==> src/rtl/alu_pkg.sv <==
// -----------------------------------------------------------------------------
// alu_pkg
// Shared definitions for the ALU arbiter slice:
//   WIDTH_DEF  - default operand/result width
//   FLAG_*     - bit positions inside the 5-bit flag vector
//   state_e    - arbiter FSM state encoding
// -----------------------------------------------------------------------------
package alu_pkg;

    localparam int WIDTH_DEF = 16;

    // Flag vector layout: {overflow, parity, carry, sign, zero}
    localparam int FLAG_ZERO  = 0;
    localparam int FLAG_SIGN  = 1;
    localparam int FLAG_CARRY = 2;
    localparam int FLAG_PAR   = 3;
    localparam int FLAG_OVF   = 4;
    localparam int NUM_FLAGS  = 5;

    typedef enum logic [1:0] {
        ST_IDLE = 2'd0,
        ST_EXEC = 2'd1,
        ST_RESP = 2'd2
    } state_e;

endpackage

==> src/rtl/alu_core.sv <==
// -----------------------------------------------------------------------------
// alu_core
// Purely combinational adder with status flags.
// Ports:
//   a_i, b_i  - WIDTH-bit operands
//   sum_o     - a + b modulo 2^WIDTH
//   flags_o   - {overflow, parity, carry, sign, zero}
// -----------------------------------------------------------------------------
module alu_core
    import alu_pkg::*;
#(
    parameter int WIDTH = WIDTH_DEF
) (
    input  logic [WIDTH-1:0]     a_i,
    input  logic [WIDTH-1:0]     b_i,
    output logic [WIDTH-1:0]     sum_o,
    output logic [NUM_FLAGS-1:0] flags_o
);

    // One extra bit to catch the carry-out of the add.
    logic [WIDTH:0] full_sum;

    assign full_sum = {1'b0, a_i} + {1'b0, b_i};
    assign sum_o    = full_sum[WIDTH-1:0];

    always_comb begin
        flags_o             = '0;
        flags_o[FLAG_ZERO]  = (full_sum[WIDTH-1:0] == '0);
        flags_o[FLAG_SIGN]  = full_sum[WIDTH-1];
        flags_o[FLAG_CARRY] = full_sum[WIDTH];
        flags_o[FLAG_PAR]   = ^full_sum[WIDTH-1:0];
        // Signed overflow: operands agree in sign, result disagrees.
        flags_o[FLAG_OVF]   = (a_i[WIDTH-1] == b_i[WIDTH-1]) &&
                              (full_sum[WIDTH-1] != a_i[WIDTH-1]);
    end

endmodule

==> src/rtl/alu_arbiter.sv <==
// -----------------------------------------------------------------------------
// alu_arbiter
// Shares one adder (alu_core) between NUM_REQ requesters using a round-robin
// grant. One transaction is in flight at a time: IDLE (grant + capture),
// EXEC (register sum/flags), RESP (hold result until rsp_ready).
//
// Ports:
//   clk, rst         - clock, asynchronous active-high reset
//   req_valid        - per-requester request
//   req_a, req_b     - packed operands, requester i in [i*WIDTH +: WIDTH]
//   req_ready        - one-hot acceptance (combinational, IDLE only)
//   req_lock         - (ALU_ARBITER_LOCK_EN only) keep priority on grant
//   rsp_valid        - result available (RESP state)
//   rsp_ready        - consumer accepts the result
//   rsp_id           - index of the requester owning the result
//   rsp_sum          - a + b modulo 2^WIDTH
//   rsp_flags        - {overflow, parity, carry, sign, zero}
//   busy             - high whenever not IDLE
//
// Build option: define ALU_ARBITER_LOCK_EN to add the req_lock input.
// -----------------------------------------------------------------------------
module alu_arbiter
    import alu_pkg::*;
#(
    parameter int NUM_REQ = 4,
    parameter int WIDTH   = WIDTH_DEF
) (
    input  logic                       clk,
    input  logic                       rst,
    input  logic [NUM_REQ-1:0]         req_valid,
    input  logic [NUM_REQ*WIDTH-1:0]   req_a,
    input  logic [NUM_REQ*WIDTH-1:0]   req_b,
`ifdef ALU_ARBITER_LOCK_EN
    input  logic [NUM_REQ-1:0]         req_lock,
`endif
    output logic [NUM_REQ-1:0]         req_ready,
    output logic                       rsp_valid,
    input  logic                       rsp_ready,
    output logic [$clog2(NUM_REQ)-1:0] rsp_id,
    output logic [WIDTH-1:0]           rsp_sum,
    output logic [NUM_FLAGS-1:0]       rsp_flags,
    output logic                       busy
);

    localparam int IDW = $clog2(NUM_REQ);

    // Per-requester view of the packed operand buses.
    logic [NUM_REQ-1:0][WIDTH-1:0] a_arr;
    logic [NUM_REQ-1:0][WIDTH-1:0] b_arr;

    assign a_arr = req_a;
    assign b_arr = req_b;

    // State and datapath registers.
    state_e                 state_q, state_d;
    logic [IDW-1:0]         ptr_q,   ptr_d;
    logic [WIDTH-1:0]       a_q,     a_d;
    logic [WIDTH-1:0]       b_q,     b_d;
    logic [IDW-1:0]         id_q,    id_d;
    logic [WIDTH-1:0]       sum_q,   sum_d;
    logic [NUM_FLAGS-1:0]   flags_q, flags_d;

    // Adder outputs for the captured operands.
    logic [WIDTH-1:0]       core_sum;
    logic [NUM_FLAGS-1:0]   core_flags;

    alu_core #(
        .WIDTH (WIDTH)
    ) u_core (
        .a_i     (a_q),
        .b_i     (b_q),
        .sum_o   (core_sum),
        .flags_o (core_flags)
    );

    // -------------------------------------------------------------------------
    // Round-robin search: walk from ptr_q upward with wrap, first valid wins.
    // The candidate index carries one extra bit so ptr + k never overflows
    // before the wrap subtraction.
    // -------------------------------------------------------------------------
    logic           gnt_any;
    logic [IDW-1:0] gnt_idx;
    logic [IDW:0]   cand;

    always_comb begin
        gnt_any = 1'b0;
        gnt_idx = '0;
        cand    = '0;
        for (int k = 0; k < NUM_REQ; k++) begin
            cand = {1'b0, ptr_q} + (IDW+1)'(k);
            if (cand >= (IDW+1)'(NUM_REQ)) begin
                cand = cand - (IDW+1)'(NUM_REQ);
            end
            if (!gnt_any && req_valid[cand[IDW-1:0]]) begin
                gnt_any = 1'b1;
                gnt_idx = cand[IDW-1:0];
            end
        end
    end

    // Pointer value after a plain round-robin grant.
    logic [IDW-1:0] ptr_inc;

    assign ptr_inc = (gnt_idx == IDW'(NUM_REQ - 1)) ? '0 : gnt_idx + 1'b1;

    // -------------------------------------------------------------------------
    // FSM next-state and outputs
    // -------------------------------------------------------------------------
    always_comb begin
        state_d   = state_q;
        ptr_d     = ptr_q;
        a_d       = a_q;
        b_d       = b_q;
        id_d      = id_q;
        sum_d     = sum_q;
        flags_d   = flags_q;
        req_ready = '0;

        unique case (state_q)
            ST_IDLE: begin
                if (gnt_any) begin
                    req_ready[gnt_idx] = 1'b1;
                    a_d                = a_arr[gnt_idx];
                    b_d                = b_arr[gnt_idx];
                    id_d               = gnt_idx;
                    state_d            = ST_EXEC;
`ifdef ALU_ARBITER_LOCK_EN
                    // A locked winner parks the pointer on itself so it is
                    // searched first again next round.
                    ptr_d = req_lock[gnt_idx] ? gnt_idx : ptr_inc;
`else
                    ptr_d = ptr_inc;
`endif
                end
            end
            ST_EXEC: begin
                sum_d   = core_sum;
                flags_d = core_flags;
                state_d = ST_RESP;
            end
            ST_RESP: begin
                if (rsp_ready) begin
                    state_d = ST_IDLE;
                end
            end
            default: begin
                state_d = ST_IDLE;
            end
        endcase

        // The grant is combinational off IDLE, so mask it while reset is held.
        if (rst) begin
            req_ready = '0;
        end
    end

    // -------------------------------------------------------------------------
    // State registers
    // -------------------------------------------------------------------------
    always_ff @(posedge clk or posedge rst) begin
        if (rst) begin
            state_q <= ST_IDLE;
            ptr_q   <= '0;
            a_q     <= '0;
            b_q     <= '0;
            id_q    <= '0;
            sum_q   <= '0;
            flags_q <= '0;
        end else begin
            state_q <= state_d;
            ptr_q   <= ptr_d;
            a_q     <= a_d;
            b_q     <= b_d;
            id_q    <= id_d;
            sum_q   <= sum_d;
            flags_q <= flags_d;
        end
    end

    assign rsp_valid = (state_q == ST_RESP);
    assign busy      = (state_q != ST_IDLE);
    assign rsp_id    = id_q;
    assign rsp_sum   = sum_q;
    assign rsp_flags = flags_q;

endmodule

==> config.mk <==
export PLATFORM = sky130hd
export DESIGN_NAME = alu_arbiter
export DESIGN_NICKNAME = d
export VERILOG_FILES = /design/src/rtl/alu_pkg.sv /design/src/rtl/alu_core.sv /design/src/rtl/alu_arbiter.sv
export SDC_FILE = /design/constraint.sdc
export NUM_CORES = 1
export LEC_CHECK = 0
export CORE_MARGIN = 1
export CORE_UTILIZATION = 48
export DETAILED_ROUTE_END_ITERATION = 10
export HOLD_SLACK_MARGIN = 0.03
export PLACE_DENSITY = 0.91
export SKIP_LAST_GASP = 1
export SLEW_MARGIN = 20
export SYNTH_ARGS = -nofsm -noshare
export SYNTH_HDL_FRONTEND = slang
export SYNTH_SLANG_ARGS = --single-unit
export TNS_END_PERCENT = 1
==> constraint.sdc <==
create_clock -name clk -period 8.87 [get_ports clk]
set_input_delay 1.3305 -clock clk [delete_from_list [all_inputs] [get_ports clk]]
set_output_delay 1.3305 -clock clk [all_outputs]
set_load 0.005 [all_outputs]
## Yosys cells after proc, flatten, opt, wreduce, memory -nomap -nowiden

Cells that the tools add are included.

| word-level totals | value |
|---|---|
| register bits | 59 |
| output and inout bits | 29 |
| input port bits | 135 |

| operators by class | value |
|---|---|
| reductions and logical operators | 14 |
| magnitude comparators | 10 |
| eq/ne operators | 7 |
| multiplexer cells | 33 |
| add/subtract/negate cells | 9 |

Operators with widths:

| operator | count |
|---|---|
| 16-bit binary-select mux with 2-bit select | 2 |
| 16-bit two-way mux | 2 |
| 2-bit two-way mux | 11 |
| 16-bit by 16-bit adder with 17-bit output | 1 |
| 16-bit logical NOT | 1 |
| 16-bit parity | 1 |
| 2-bit by 3-bit less-than comparator with 1-bit output, second input constant | 5 |
| 4-bit two-way mux | 3 |
| 3-bit greater-or-equal comparator, second input constant | 3 |
| 1-bit two-way mux | 9 |
| 1-bit binary-select mux with 2-bit select | 4 |
| 2-bit by 1-bit subtractor with 2-bit output, second input constant | 4 |
| 2-bit by 2-bit adder with 3-bit output, second input constant | 2 |
| 2-bit case mux with 3 select lines | 1 |
| 1-bit logical AND | 5 |
| 2-bit equality test, second input constant | 2 |
| 2-bit AND reduction | 2 |
| 2-bit by 1-bit adder with 3-bit output, second input constant | 1 |
| 2-bit by 3-bit greater-or-equal comparator with 1-bit output, second input constant | 1 |
| 1-bit logical NOT | 3 |
| 2-bit by 1-bit adder with 2-bit output, second input constant | 1 |
| 1-bit demux with 2-bit select | 1 |
| 2-bit by 1-bit equality test with 1-bit output, second input constant | 1 |
| 2-bit by 1-bit greater-or-equal comparator with 1-bit output, second input constant | 1 |
| other kinds (6) | 6 |

## Logic depth before layout (Yosys ltp)

Gate-level depths: netlist of the first run.

| logic depth | value |
|---|---|
| depth after elaboration | 21 |
| depth in mapped cells | 16 |

## Cells and area by module

A second synthesis of the first run with hierarchy kept.

| unflattened totals | value |
|---|---|
| cell total of the unflattened synthesis | 367 |
| area, all modules | 4210.3 µm² |

By module, submodules not included:

| module | cells an instance | area each (µm²) | sequential area each (µm²) | times used |
|---|---|---|---|---|
| alu_arbiter | 237 | 3104.2 | 1476.4 | 1 |
| alu_core | 130 | 1106.1 | 0.0 | 1 |

## Worst setup path before layout of the first run

No wires, ideal clock.

| timing path | value |
|---|---|
| kind | input to output |
| start point | input port rst |
| end point | output port req_ready[2] |
| data arrival time | 2914 ps |
| buffers on the path | 0 |
| setup slack | 4626 ps |
| stages on the path | 2 |
| cell sequence | inv_1 > and3_1 |

| between the ends | value |
|---|---|
| longest elaborated chain between the ends | 1 |

Ends and longest elaborated chain:

| item | RTL line | text |
|---|---|---|
| start: declaration | alu_arbiter.sv:29 | `input logic rst,` |
| 4-bit two-way mux | alu_arbiter.sv:152 | `if (rst) begin` |
| end: declaration | alu_arbiter.sv:36 | `output logic [NUM_REQ-1:0] req_ready,` |

No other way between the ends.

## Worst setup path after layout of the first run

| timing path | value |
|---|---|
| start point | input port req_valid[3] |
| end point | output port req_ready[3] |

| between the ends | value |
|---|---|
| longest elaborated chain between the ends | 19 |
| elaborated cells between the ends (all ways) | 30 |
| those cells by class | order compare (2); mux (21); reduce/logical (7) |

Ends and longest elaborated chain:

| item | RTL line | text |
|---|---|---|
| start: declaration | alu_arbiter.sv:30 | `input logic [NUM_REQ-1:0] req_valid,` |
| 1-bit binary-select mux with 2-bit select | alu_arbiter.sv:94 | `if (!gnt_any && req_valid[cand[IDW-1:0]]) begin` |
| 1-bit two-way mux (not written as such) | alu_arbiter.sv:94 |  |
| 1-bit two-way mux | alu_arbiter.sv:94 |  |
| 1-bit logical NOT | alu_arbiter.sv:94 |  |
| 1-bit logical AND | alu_arbiter.sv:94 |  |
| 1-bit two-way mux | alu_arbiter.sv:94 |  |
| 1-bit logical NOT | alu_arbiter.sv:94 |  |
| 1-bit logical AND | alu_arbiter.sv:94 |  |
| [3 not listed] | -- |  |
| 2-bit two-way mux | alu_arbiter.sv:94 |  |
| 2-bit by 3-bit less-than comparator with 1-bit output (not written as such) or 2-bit by 1-bit greater-or-equal comparator with 1-bit output (tied branches) | alu_arbiter.sv:122 | `req_ready[gnt_idx] = 1'b1;` |
| 1-bit logical AND (not written as such) | alu_arbiter.sv:122 |  |
| 1-bit two-way mux (not written as such) | alu_arbiter.sv:122 |  |
| 1-bit demux with 2-bit select | alu_arbiter.sv:122 |  |
| 4-bit two-way mux * | alu_arbiter.sv:121 | `if (gnt_any) begin` |
| 4-bit two-way mux * | alu_arbiter.sv:119 | `unique case (state_q)` |
| 4-bit two-way mux * | alu_arbiter.sv:152 |  |

Every way passes the cells marked *; elsewhere a longest branch is shown, timed or not. The select of a mux whose other input is x is not followed.

==> results_dict.tcl, run 1 <==
set metrics [dict create \
    status "finished, final reports clean" \
    synth_top_cell_by_area "dfrtp_1" \
    crit_type "in2out" \
    drive_gt1_share_pct 5.93 \
    tightest_slew_ps 912 \
    first_pass_iters 4 \
    ys_ff_latch 58 \
    grt_pass1_vias 4059 \
    grt_max_degree 69 \
    dp_hpwl_um 9110 \
    power_frac_seq_pct 17.2 \
    switching_share_pct 45.0 \
    grt_util_met3_pct 5.02 \
    clk_pin_slew_ps 60 \
    cts_resized 0 \
    viasPerCell 5.65 \
    synth_flop_cell "dfrtp_1" \
    finalHoldViolCount 0 \
    core_sq_mm 0.00834 \
    max_cap_viol_count 0 \
    worst-path-buf-inv 3 \
    synth_edf_count 0 \
    cts_root_buf "clkbuf_8" \
    slowest_stage "inv_2" \
    slew_headroom_pct 39.2 \
    r2r_slack_ps 5100 \
    met2_usage_pct 44.5 \
    slew_violations 0 \
    synthArstFlopShare_pct 100 \
    max_stage_delay_ps 650 \
    die_y_um 95.6 \
    intPower_mw 1.56 \
    dieArea_sq_mm 0.00914 \
    p_per_area_mw_per_mm2 469 \
    syn_nets 642 \
    ant_nets 0 \
    yosysSeqAreaShare_pct 34.5 \
    antenna_cells 0 \
    finalCritPeriodShare_pct 62.2 \
    setup_tns_ps 0 \
    vias 4119 \
    setup.worst_path.start_class "primary input" \
    clock_path_buffers 2 \
    min_period_ps 5520 \
    initial_core_util_pct 50.4 \
    numCtsBuffers 9 \
    wire_per_inst_um 15.9 \
    io_buffers 163 \
    htree_levels 3 \
    synth.avg_cell_area_sq_um 8.78 \
    cts_setup_buffers 0 \
    grt_use_met1_pct 32.2 \
    gp_congestion 0.915 \
    worstSkewPairLatency_ps 340 \
    cts_tree "yes" \
    grt_pass1_wl_um 18500 \
    dp_cells 715 \
    grtUsageTotal_pct 26.2 \
    antenna_found_initial 0 \
    nets 784 \
    vdd_ir_drop_max_mv 0.377 \
    switchingPower_mw 1.28 \
    fin_worst_skew_ps 8.04 \
    grt_setup_unrepaired "no" \
    synthTopCellsByArea "dfrtp_1 35%, nand2_1 8.6%, ha_1 8.0%, a21o_1 6.2%, a311oi_1 6.2%" \
    totalPowerFinal_mw 2.84 \
    setup_viol 0 \
    cp_data_arrival_time_ps 4190 \
    crit_top_cell "clkdlybuf4s50_1" \
    ioPinCount 164 \
    gr-total-overflow 0 \
    synth_top_area_share_pct 34.5 \
    syn_to_final_growth_pct 43.7 \
    clock_power_share_pct 8.4 \
    required_ps 7540 \
    total_leakage_power_nw 2.67 \
    worstHoldPathType "reg2reg" \
    crit_fanout 66 \
    critPathCaptureType "output pin" \
    critPathTopFamily "buffers and inverters" \
    rows 33 \
    synthesis.area_sq_mm 0.00421 \
    crit_chain "clkdlybuf4s50_1 > nand2b_1 > a21boi_1 > a211oi_2 > nand2b_2 > inv_2 > ha_1 > and3_1 > clkdlybuf4s50_1" \
    die_w_um 95.6 \
    power.share.combinational_pct 74.4 \
    final_cell_count_no_fill 729 \
    drt_iter0_markers 229 \
    hold_buffers 0 \
    busiest_layer "met2" \
    drt-total-wl_um 11600 \
    ys_types 48 \
    fmax_ghz 0.181 \
    yosysWarnings 0 \
    drc 0 \
    clock_sinks 58 \
    synthCells 479 \
]
tightest hold or removal path, delay by kind of cell, from the launching register on:
family,cells,cell delay [ps]
compound gates,1,60
flops,1,340
simple gates,1,50
flip-flops by register name, indices dropped and copies added, names as in the netlist:
| name | cells |
|---|---|
| rsp_flags | 5 |
| rsp_id | 2 |
| ptr_q | 2 |
| rsp_sum | 15 |
| a_q | 16 |
| state_q | 2 |
| b_q | 16 |
synth_stat cells (all sizes together) (13+ instances only):
cell type  number
a21o           35
a211oi         37
o21ai          28
ha             27
nand2          96
dfrtp          58
a311oi         30
inv            13
and2           32
clkbuf         24
through the flow:
stage / hold slack (ps) / worst slack [ps] / cell area (sq um) / utilization, %
3_5_place_dp: 470 / 3390 / 5850 / 70.1
4_1_cts: 484 / 3360 / 6040 / 72.4
3_3_place_gp: 461 / 3490 / 5850 / 70.1
6_report: 480 / 3350 / 6040 / 72.5
2_1_floorplan: 454 / 4630 / 4210 / -
5_1_grt: 506 / 3200 / 6040 / 72.5
layer usage:
metal / part of all wire, % / up-vias
met4: 2.7 / 0
met5: 0 / -
met3: 6.3 / 26
li1: - / 2009
met2: 50 / 155
met1: 41 / 1929
cells in the final DEF, fill, tap and decap left out, types with 3 or more instances in the layout:
cell type        instances
clkdlybuf4s50_1        163
nand2_1                 96
dfrtp_1                 58
a21o_1                  35
a211oi_1                33
a311oi_1                30
ha_1                    27
o21ai_0                 25
and2_0                  21
xnor2_1                 12
a21oi_1                 11
inv_1                   11
and2_1                  11
clkbuf_8                11
xor2_1                   9
nand2b_1                 7
nand3_1                  6
nor2_1                   5
a211oi_2                 4
and3_1                   4
buf_4                    4
o21bai_1                 3
logic make-up after synthesis:
kind of cell | share of synthesized area (%)
compound gates | 28.6
xor+xnor | 4.91
fa+ha+maj | 8.51
buf+inv | 5.12
flops | 34.5
mux | 0.535
simple gates | 17.8
final timing paths:
| kind | from | endpoint | cells past startpoint |
|---|---|---|---|
| worst max register to register | a_q[0]$_DFFE_PP0P_ | rsp_flags[3]$_DFFE_PP0N_ | 16 |
| worst max-delay path | req_valid[3] | req_ready[3] | 9 |
| min in group asynchronous | rst | rsp_flags[3]$_DFFE_PP0N_ | 3 |
| worst min register to register | rsp_sum[11]$_DFFE_PP0N_ | rsp_sum[11]$_DFFE_PP0N_ | 2 |
| worst min-delay path | rsp_sum[11]$_DFFE_PP0N_ | rsp_sum[11]$_DFFE_PP0N_ | 2 |
| max in group asynchronous | rst | a_q[9]$_DFFE_PP0P_ | 3 |
power by group through the flow:
stage | Sequential, mW | Combinational [mW] | Clock, mW
2_1_floorplan | 0.471 | 1.62 | 0
3_5_place_dp | 0.492 | 2.10 | 0
5_1_grt | 0.501 | 2.30 | 0.256
3_3_place_gp | 0.484 | 2.00 | 0
6_report | 0.488 | 2.11 | 0.238
4_1_cts | 0.488 | 2.11 | 0.244
final cells by class:
class	count	area [sq um]
multi-input cells	372	2560
clock buffers	11	151
clock inverters	3	40.0
fillers	618	2300
flip-flops and latches	58	1450
well taps	105	131
repair buffers	167	1660
inverters	13	48.8
No activity file was read; power rests on OpenSTA's default activity.
==> run 2, diff against run 1 <==
--- a/config.mk
+++ b/config.mk
@@ -6,10 +6,10 @@
 export NUM_CORES = 1
 export LEC_CHECK = 0
 export CORE_MARGIN = 1
-export CORE_UTILIZATION = 48
+export CORE_UTILIZATION = 40
 export DETAILED_ROUTE_END_ITERATION = 10
 export HOLD_SLACK_MARGIN = 0.03
-export PLACE_DENSITY = 0.91
+export PLACE_DENSITY = 0.81
 export SKIP_LAST_GASP = 1
 export SLEW_MARGIN = 20
 export SYNTH_ARGS = -nofsm -noshare
==> constraint.sdc (replaced) <==
create_clock -name clk -period 4.5 [get_ports clk]
set_input_delay 0.675 -clock clk [delete_from_list [all_inputs] [get_ports clk]]
set_output_delay 0.675 -clock clk [all_outputs]
set_load 0.005 [all_outputs]
==> results_dict.tcl, run 2 (same netlist as run 1, synthesis figures left out) <==
set metrics [dict create \
    nets 786 \
    fmax_ghz 0.265 \
    slowest_stage "clkdlybuf4s50_1" \
    totalPowerFinal_mw 5.67 \
    clk_pin_slew_ps 70 \
    fin_worst_skew_ps 7.94 \
    worst-path-buf-inv 3 \
    final_cell_count_no_fill 764 \
    wire_per_inst_um 14.7 \
    rows 37 \
    cts_root_buf "clkbuf_8" \
    viasPerCell 5.33 \
    htree_levels 3 \
    p_per_area_mw_per_mm2 922 \
    worstHoldPathType "reg2reg" \
    regArea_sq_mm 0.00145 \
    grtUsageTotal_pct 20.8 \
    final_cell_mix "163 x clkdlybuf4s50_1, 96 x nand2_1, 58 x dfrtp_1" \
    placed_area_sq_mm 0.00590 \
    tightest_slew_ps 682 \
    vdd_ir_drop_max_mv 0.862 \
    cts_resized 0 \
    worst_slack_ps 722 \
    min_period_ps 3780 \
    max_cap_viol_count 0 \
    finalCritPeriodShare_pct 84.0 \
    first_pass_iters 4 \
    gp_congestion 0.880 \
    vias 4075 \
    busiest_layer "met2" \
    io_buffers 163 \
    dp_hpwl_um 8920 \
    grt_use_met1_pct 27.4 \
    grt_max_degree 69 \
    antenna_found_initial 0 \
    grt_util_met3_pct 3.56 \
    cts_setup_buffers 0 \
    drt_iter0_markers 166 \
    required_ps 3830 \
    cts_tree "yes" \
    dieArea_sq_mm 0.0109 \
    cp_data_arrival_time_ps 3100 \
    slew_headroom_pct 54.5 \
    max_stage_delay_ps 580 \
    setup_tns_ps 0 \
    crit_type "in2out" \
    critPathTopFamily "buffers and inverters" \
    final_common_cell "clkdlybuf4s50_1" \
    hold_buffers 0 \
    multi_input_area_sq_mm 0.00256 \
    crit_fanout 17 \
    total_leakage_power_nw 2.71 \
    slew_violations 0 \
    ant_nets 0 \
    utilization_pct 59.9 \
    holdWs_ps 481 \
    finalHoldViolCount 0 \
    numCtsBuffers 9 \
    dp_cells 748 \
    pre_cts_ws_ps 748 \
    drive_gt1_share_pct 6.37 \
    worstSkewPairLatency_ps 340 \
    ioPinCount 164 \
    crit_chain "clkdlybuf4s50_1 > nand2b_1 > a21boi_1 > a211oi_2 > nand2b_2 > inv_2 > ha_1 > and3_1 > clkdlybuf4s50_1" \
    core_sq_mm 0.0103 \
    gr-total-overflow 0 \
    status "finished, final reports clean" \
    setup_viol 0 \
    critPathCaptureType "output pin" \
    antenna_cells 0 \
    syn_to_final_growth_pct 46.3 \
    drt-total-wl_um 11300 \
    grt_setup_unrepaired "no" \
    crit_top_cell "clkdlybuf4s50_1" \
    met2_usage_pct 34.7 \
    setup.worst_path.start_class "primary input" \
    clock_sinks 58 \
    clock_path_buffers 2 \
    die_w_um 105 \
    die_y_um 105 \
    initial_core_util_pct 40.9 \
    drc 0 \
    finalInstanceArea_sq_mm 0.00615 \
    grt_pass1_vias 3859 \
    nFillCells 882 \
    grt_pass1_wl_um 18300 \
]
-- run 2: layer usage --
layer | part of all wire, % | wire length (um) | up-vias
met5 | 0 | 0 | -
met4 | 1.4 | 161 | 0
met3 | 5.4 | 604 | 14
met2 | 47 | 5310 | 144
met1 | 46 | 5180 | 1899
li1 | - | - | 2018
-- run 2: worst paths after layout --
check / startpoint / end / slack, ps / cells past startpoint
max: req_valid[3] / req_ready[3] / 720 / 9
min: rsp_sum[3]$_DFFE_PP0N_ / rsp_sum[3]$_DFFE_PP0N_ / 480 / 2
max reg2reg: a_q[0]$_DFFE_PP0P_ / rsp_flags[3]$_DFFE_PP0N_ / 900 / 16
min reg2reg: rsp_sum[3]$_DFFE_PP0N_ / rsp_sum[3]$_DFFE_PP0N_ / 480 / 2
max in group asynchronous: rst / b_q[14]$_DFFE_PP0P_ / 3070 / 3
min in group asynchronous: rst / ptr_q[0]$_DFFE_PP0P_ / 530 / 2
-- run 2: worst reg2reg max path, cell delays in order (launching register included) --
cell	delay, ps
dfrtp_1	370
ha_1	240
inv_1	80
fa_1	390
nand2b_1	180
a211oi_1	270
a211oi_2	130
o21ba_2	250
o21bai_1	160
xnor2_1	170
ha_1	270
xnor2_1	140
xnor2_1	190
xnor2_1	150
xnor3_1	250
xnor2_1	170
o21ai_1	80
-- run 2: power by group --
| part | switching [mW] | internal [mW] |
|---|---|---|
| logic | 2.09 | 2.00 |
| clock network | 0.229 | 0.373 |
| registers | 0.174 | 0.795 |
| total | 2.50 | 3.17 |
-- run 2: cell type report --
class	count	share of cell area [%]
clock inverters	7	2.03
clock buffers	9	2.01
flip-flops and latches	58	23.6
repair buffers	169	27.3
multi-input cells	372	41.5
well taps	136	2.77
inverters	13	0.793
==> variant 1, RTL diff (flow settings as in run 2) <==
Build with the macro `ALU_ARBITER_LOCK_EN` defined.
--- a/src/rtl/alu_arbiter.sv
+++ b/src/rtl/alu_arbiter.sv
@@ -21,2 +21,4 @@
 // -----------------------------------------------------------------------------
+`define ALU_ARBITER_LOCK_EN
+
 module alu_arbiter
Ports: changed (added req_lock); port bits go from 164 to 168. No check against the original RTL was run, so the function may have changed too.
==> variant 1 against run 2 <==
- wire length up 6.6%
- final cell count grew 14%
- sequential power down 0.4%
- highest routed layer unchanged
- sequential cell count unchanged
- sequential share of layout area fell by 0.14 points
- register-to-register slack better by 190 ps
- synthesized area up 0.74%
- maximum frequency rose by 11%
- setup slack gained 360 ps
- via count grew 9.3%
- design area up 0.59%
- die area up 0.73%
- clock power shrank 15%
- total power is 7.3% lower
==> variant 1: results (changes against run 2) <==
metric,value,unit,change
outcome,"complete, no violations",,
Post-Synthesis Cells,584,,+22%
Post-synth EDFFs,0,,unchanged
Clock Power,0.000511,W,-15%
Initial DRC Count,220,,+33%
post_cts resized,0,,unchanged
register area share after synthesis,34.2,%,-0.25 points
Crit path largest cell delay,410,ps,-170 ps
Vias,4455,,+9.3%
data arrival time of the critical path,3680,ps,+580 ps
Worst Tran Pin Value,699,ps,+16.9 ps
post-place instance area,5970,sq um,+1.2%
synthesized net count,751,,+17%
"Power, Total",0.00526,W,-7.3%
fin cells,871,,+14%
number of global-route vias before repair,4270,,+11%
Total GRT Usage,22.4,%,+1.7 points
Clock Skew,8.16,ps,+0.215 ps
TritonRoute pass-1 iters,5,,+1
"delay-heaviest family, CP",compound AO/OA/AOI/OAI gates,,
Synth cell types,49,,+2.1%
Root Driver,clkbuf_8,,
Synth area leaders,"dfrtp_1, nand2_1, o21ai_0",,
setup bufs post-CTS,0,,unchanged
post-DP HPWL,9.54,mm,+6.9%
global-route wire length before repair,19.6,mm,+7.1%
VDD IR max,0.000711,V,-18%
Max Buffers Root-to-Sink,2,,unchanged
Placement Setup Slack,1100,ps,+353 ps
Leak Pwr,2.74,nW,+1.5%
"Clk pin slew, worst setup/hold paths",60,ps,
Layout Nets,897,,+14%
placed cells,855,,+14%
Fill cells,934,,+5.9%
CP max-delay cell,fa_1,,
WL/cell,13.8,um,-6.5%
register share of total power,18.4,%,+1.3 points
"Top FF cell, synth",dfrtp_1,,
NetSw,0.00234,W,-6.3%
RePlAce Congestion,0.840,,-4.6%
Port Buffers,167,,+2.5%
layout cell share with drive strength beyond 1,5.17,%,-1.2 points
most instantiated cells after synthesis,"nand2_1, nor2_1, o21ai_0, dfrtp_1, nand3_1",,
crit-path max FO,3,,-14
Num CTS Buffers,9,,unchanged
-- variant 1: changes by cell type after synthesis, sizes merged, moves of 6 or more --
cell,change
a211oi,-32
a21o,-30
a21oi,+6
a311oi,-30
and2,-31
nand2,+26
nand3,+28
nor2,+97
o21ai,+64
-- variant 1: cells by family (layout without fill, tap and decap cells) --
logic type,count (synthesis),count (layout),synth area share [%]
buffers and inverters,50,201,4.72
and+or+nand+nor,285,285,27.9
AOI/OAI and AO/OA,137,137,18.6
xor gates and xnor gates,21,21,4.84
muxes,5,5,1.24
adders and majority gates,28,28,8.44
DFF,58,58,34.2
-- variant 1: layout make-up --
type	count	area, sq um	area share [%]
Timing Repair Buffer	173	1720	27.7
Inverter	12	45.0	0.728
Clock buffer	15	186	3.01
Sequential cell	58	1450	23.5
Clock inverter	1	30.0	0.485
Tap cell	136	170	2.75
Multi-Input combinational cell	476	2590	41.8
-- variant 1: metal layers --
layer	wire length (um)	vias up	track usage [%]
met2	5790	156	39.2
met5	0	-	0
li1	-	2249	-
met1	5270	2023	26.8
met3	665	27	5.12
met4	276	0	8.15
-- variant 1: path summary, 6_finish.rpt --
path / endpoint / start / cells past startpoint / slack [ps]
setup / recovery: rsp_flags[3]$_DFFE_PP0N_ / a_q[0]$_DFFE_PP0P_ / 16 / 1090
hold / removal: rsp_flags[4]$_DFFE_PP0N_ / rsp_flags[4]$_DFFE_PP0N_ / 2 / 480
setup reg to reg: rsp_flags[3]$_DFFE_PP0N_ / a_q[0]$_DFFE_PP0P_ / 16 / 1090
hold reg to reg: rsp_flags[4]$_DFFE_PP0N_ / rsp_flags[4]$_DFFE_PP0N_ / 2 / 480
max in group asynchronous: b_q[13]$_DFFE_PP0P_ / rst / 3 / 3120
min in group asynchronous: state_q[1]$_DFFE_PP0P_ / rst / 3 / 920
==> variant 2, RTL diff (settings of run 2) <==
Without the edit above. Take the reset off `b_q` and load it in a clocked block of its own.
--- a/src/rtl/alu_arbiter.sv
+++ b/src/rtl/alu_arbiter.sv
@@ -164,3 +164,2 @@
             a_q     <= '0;
-            b_q     <= '0;
             id_q    <= '0;
@@ -172,3 +171,2 @@
             a_q     <= a_d;
-            b_q     <= b_d;
             id_q    <= id_d;
@@ -177,2 +175,6 @@
         end
+    end
+
+    always_ff @(posedge clk) begin
+        b_q <= b_d;
     end
Behaviour: no difference found for any inputs over 10 cycles, from zero or initial values and one cycle with rst high; that may be too few to reach the edited logic, so the function may still have changed.
==> variant 2 against run 2 <==
- design area down 5.5%
- setup slack got worse by 31 ps
- sequential share of layout area is 2.7 points higher
- total power down 7.7%
- synthesized area is 6.3% lower
- sequential cell count stayed put
- synthesized cell count is 32% lower
- non-clock buffer count fell by 2
- wire length shrank 16%
- critical path depth is the same
- register-to-register slack improved by 300 ps
- largest cell class unchanged
==> variant 2: results (changes against run 2) <==
metric,value,unit,change
R2R Setup Slk,1200,ps,+300 ps
TritonRoute pass-1 iters,4,,unchanged
Initial DRC Count,109,,-34%
data arrival time of the critical path,3130,ps,+30 ps
Hold/Removal Path Class,flop to flop,,
Antenna Cells,0,,unchanged
Total GRT Usage,20.0,%,-0.72 points
Fill cells,766,,-13%
register area share after synthesis,38.9,%,+4.4 points
NetSw,0.00213,W,-15%
post-DP HPWL,7.89,mm,-12%
crit-path max FO,12,,-5
outcome,"complete, no violations",,
Vias,3169,,-22%
layout cell share with drive strength beyond 1,15.7,%,+9.3 points
Num CTS Buffers,9,,unchanged
synthesized net count,488,,-24%
Post-synth EDFFs,16,,+16
Clock Skew,8.55,ps,+0.613 ps
most instantiated cells after synthesis,"dfrtp_1, nand2_1, mux4_2, ha_1, o21ai_0",,
WL/cell,15.2,um,+3.3%
"Clk pin slew, worst setup/hold paths",60,ps,
R2R cell count,15,,-1
setup bufs post-CTS,0,,unchanged
worst r2r dst,rsp_flags[3]$_DFFE_PP0N_,,
post_cts resized,0,,unchanged
FF-to-FF Start,a_q[0]$_DFFE_PP0P_,,
Synth cell types,47,,-2.1%
Root Driver,clkbuf_8,,
largest net degree at the start of global routing,43,,-38%
Port Buffers,163,,unchanged
Worst Hold End,rsp_sum[0]$_DFFE_PP0N_,,
Hold Path Stages,2,,unchanged
Max Buffers Root-to-Sink,2,,unchanged
hold_sp,rsp_sum[0]$_DFFE_PP0N_,,
RePlAce Congestion,0.782,,-11%
most numerous cell in the Yosys netlist,dfrtp_1,,
"Hold Violations, Final",0,,unchanged
Skew-Pair Late Insertion Delay,330,ps,
yosys warns,0,,unchanged
number of global-route vias before repair,3291,,-15%
Layout Nets,648,,-18%
ys async rst share,72.4,%,-28 points
global-route wire length before repair,15.7,mm,-14%
H-tree levels,3,,unchanged
Synth area leaders,"dfrtp_1, mux4_2, edfxtp_1",,
Leak Pwr,2.37,nW,-12%
Worst Tran Pin Value,671,ps,-10.7 ps
crit path time final,3810,ps,+31.3 ps
VDD IR max,0.00113,V,+31%
-- variant 2: layout make-up --
| cell class | instances | area (sq um) | share of cell area [%] |
|---|---|---|---|
| tap | 129 | 161 | 2.78 |
| clock inverter | 3 | 15.0 | 0.258 |
| sequential | 58 | 1530 | 26.3 |
| timing repair buffer | 167 | 1660 | 28.6 |
| multi-input combinational | 232 | 2220 | 38.2 |
| clock buffer | 13 | 159 | 2.73 |
| inverter | 17 | 63.8 | 1.10 |
-- variant 2: stage by stage --
step           setup slack, ps  cell area (sq um)  cells  hold slack (ps)
2_1_floorplan             1500               3940    325              473
3_3_place_gp               765               5640    603              462
3_5_place_dp               695               5640    603              472
4_1_cts                    698               5820    619              486
5_1_grt                    475               5820    619              504
6_report                   690               5820    619              479
-- variant 2: logic make-up (layout without fill, tap and decap cells) --
group                      Yosys count  in the layout  synth area share [%]
AOI/OAI and AO/OA                   65             65                  9.78
xor gates and xnor gates            21             21                  5.21
adders and majority gates           28             28                  9.08
buffers and inverters               35            200                  4.99
DFF                                 58             58                  38.9
muxes                               50             50                  24.1
and+or+nand+nor                     68             68                  7.97
-- variant 2: critical path: stages --
cell and delay (ps):
clkdlybuf4s50_1 460, nor2b_1 170, a21oi_1 110, nor2_1 50, a221oi_1 330, nor2b_4 440
ha_1 210, and3_1 150, clkdlybuf4s50_1 530
-- variant 2: power by group through the flow --
| stage | clock [W] | sequential, W | combinational [W] |
|---|---|---|---|
| global route | 0.000457 | 0.00104 | 0.00430 |
| global placement | 0 | 0.00100 | 0.00369 |
| finish | 0.000417 | 0.00100 | 0.00381 |
| CTS | 0.000430 | 0.00101 | 0.00385 |
| detailed placement | 0 | 0.00101 | 0.00384 |
| floorplan | 0 | 0.000982 | 0.00299 |
-- variant 2: layer usage --
layer / share of wire, % / up-vias / global-route usage, %
met4: 1.7 / 0 / 7.02
met5: 0 / - / 0
met2: 49 / 128 / 33.1
li1: - / 1540 / -
met3: 6.3 / 14 / 4.62
met1: 43 / 1487 / 25.9
-- variant 2: worst max-delay path by stage --
stage	start	endpoint	slack, ps	depth (start not counted)
CTS	req_valid[0]	req_ready[2]	700	10
finish	req_valid[0]	req_ready[1]	690	9
detailed placement	req_valid[0]	req_ready[2]	690	10
global placement	req_valid[0]	req_ready[3]	760	9
floorplan	a_q[0]$_DFFE_PP0P_	rsp_flags[3]$_DFFE_PP0N_	1500	15
global route	req_valid[0]	req_ready[2]	470	10
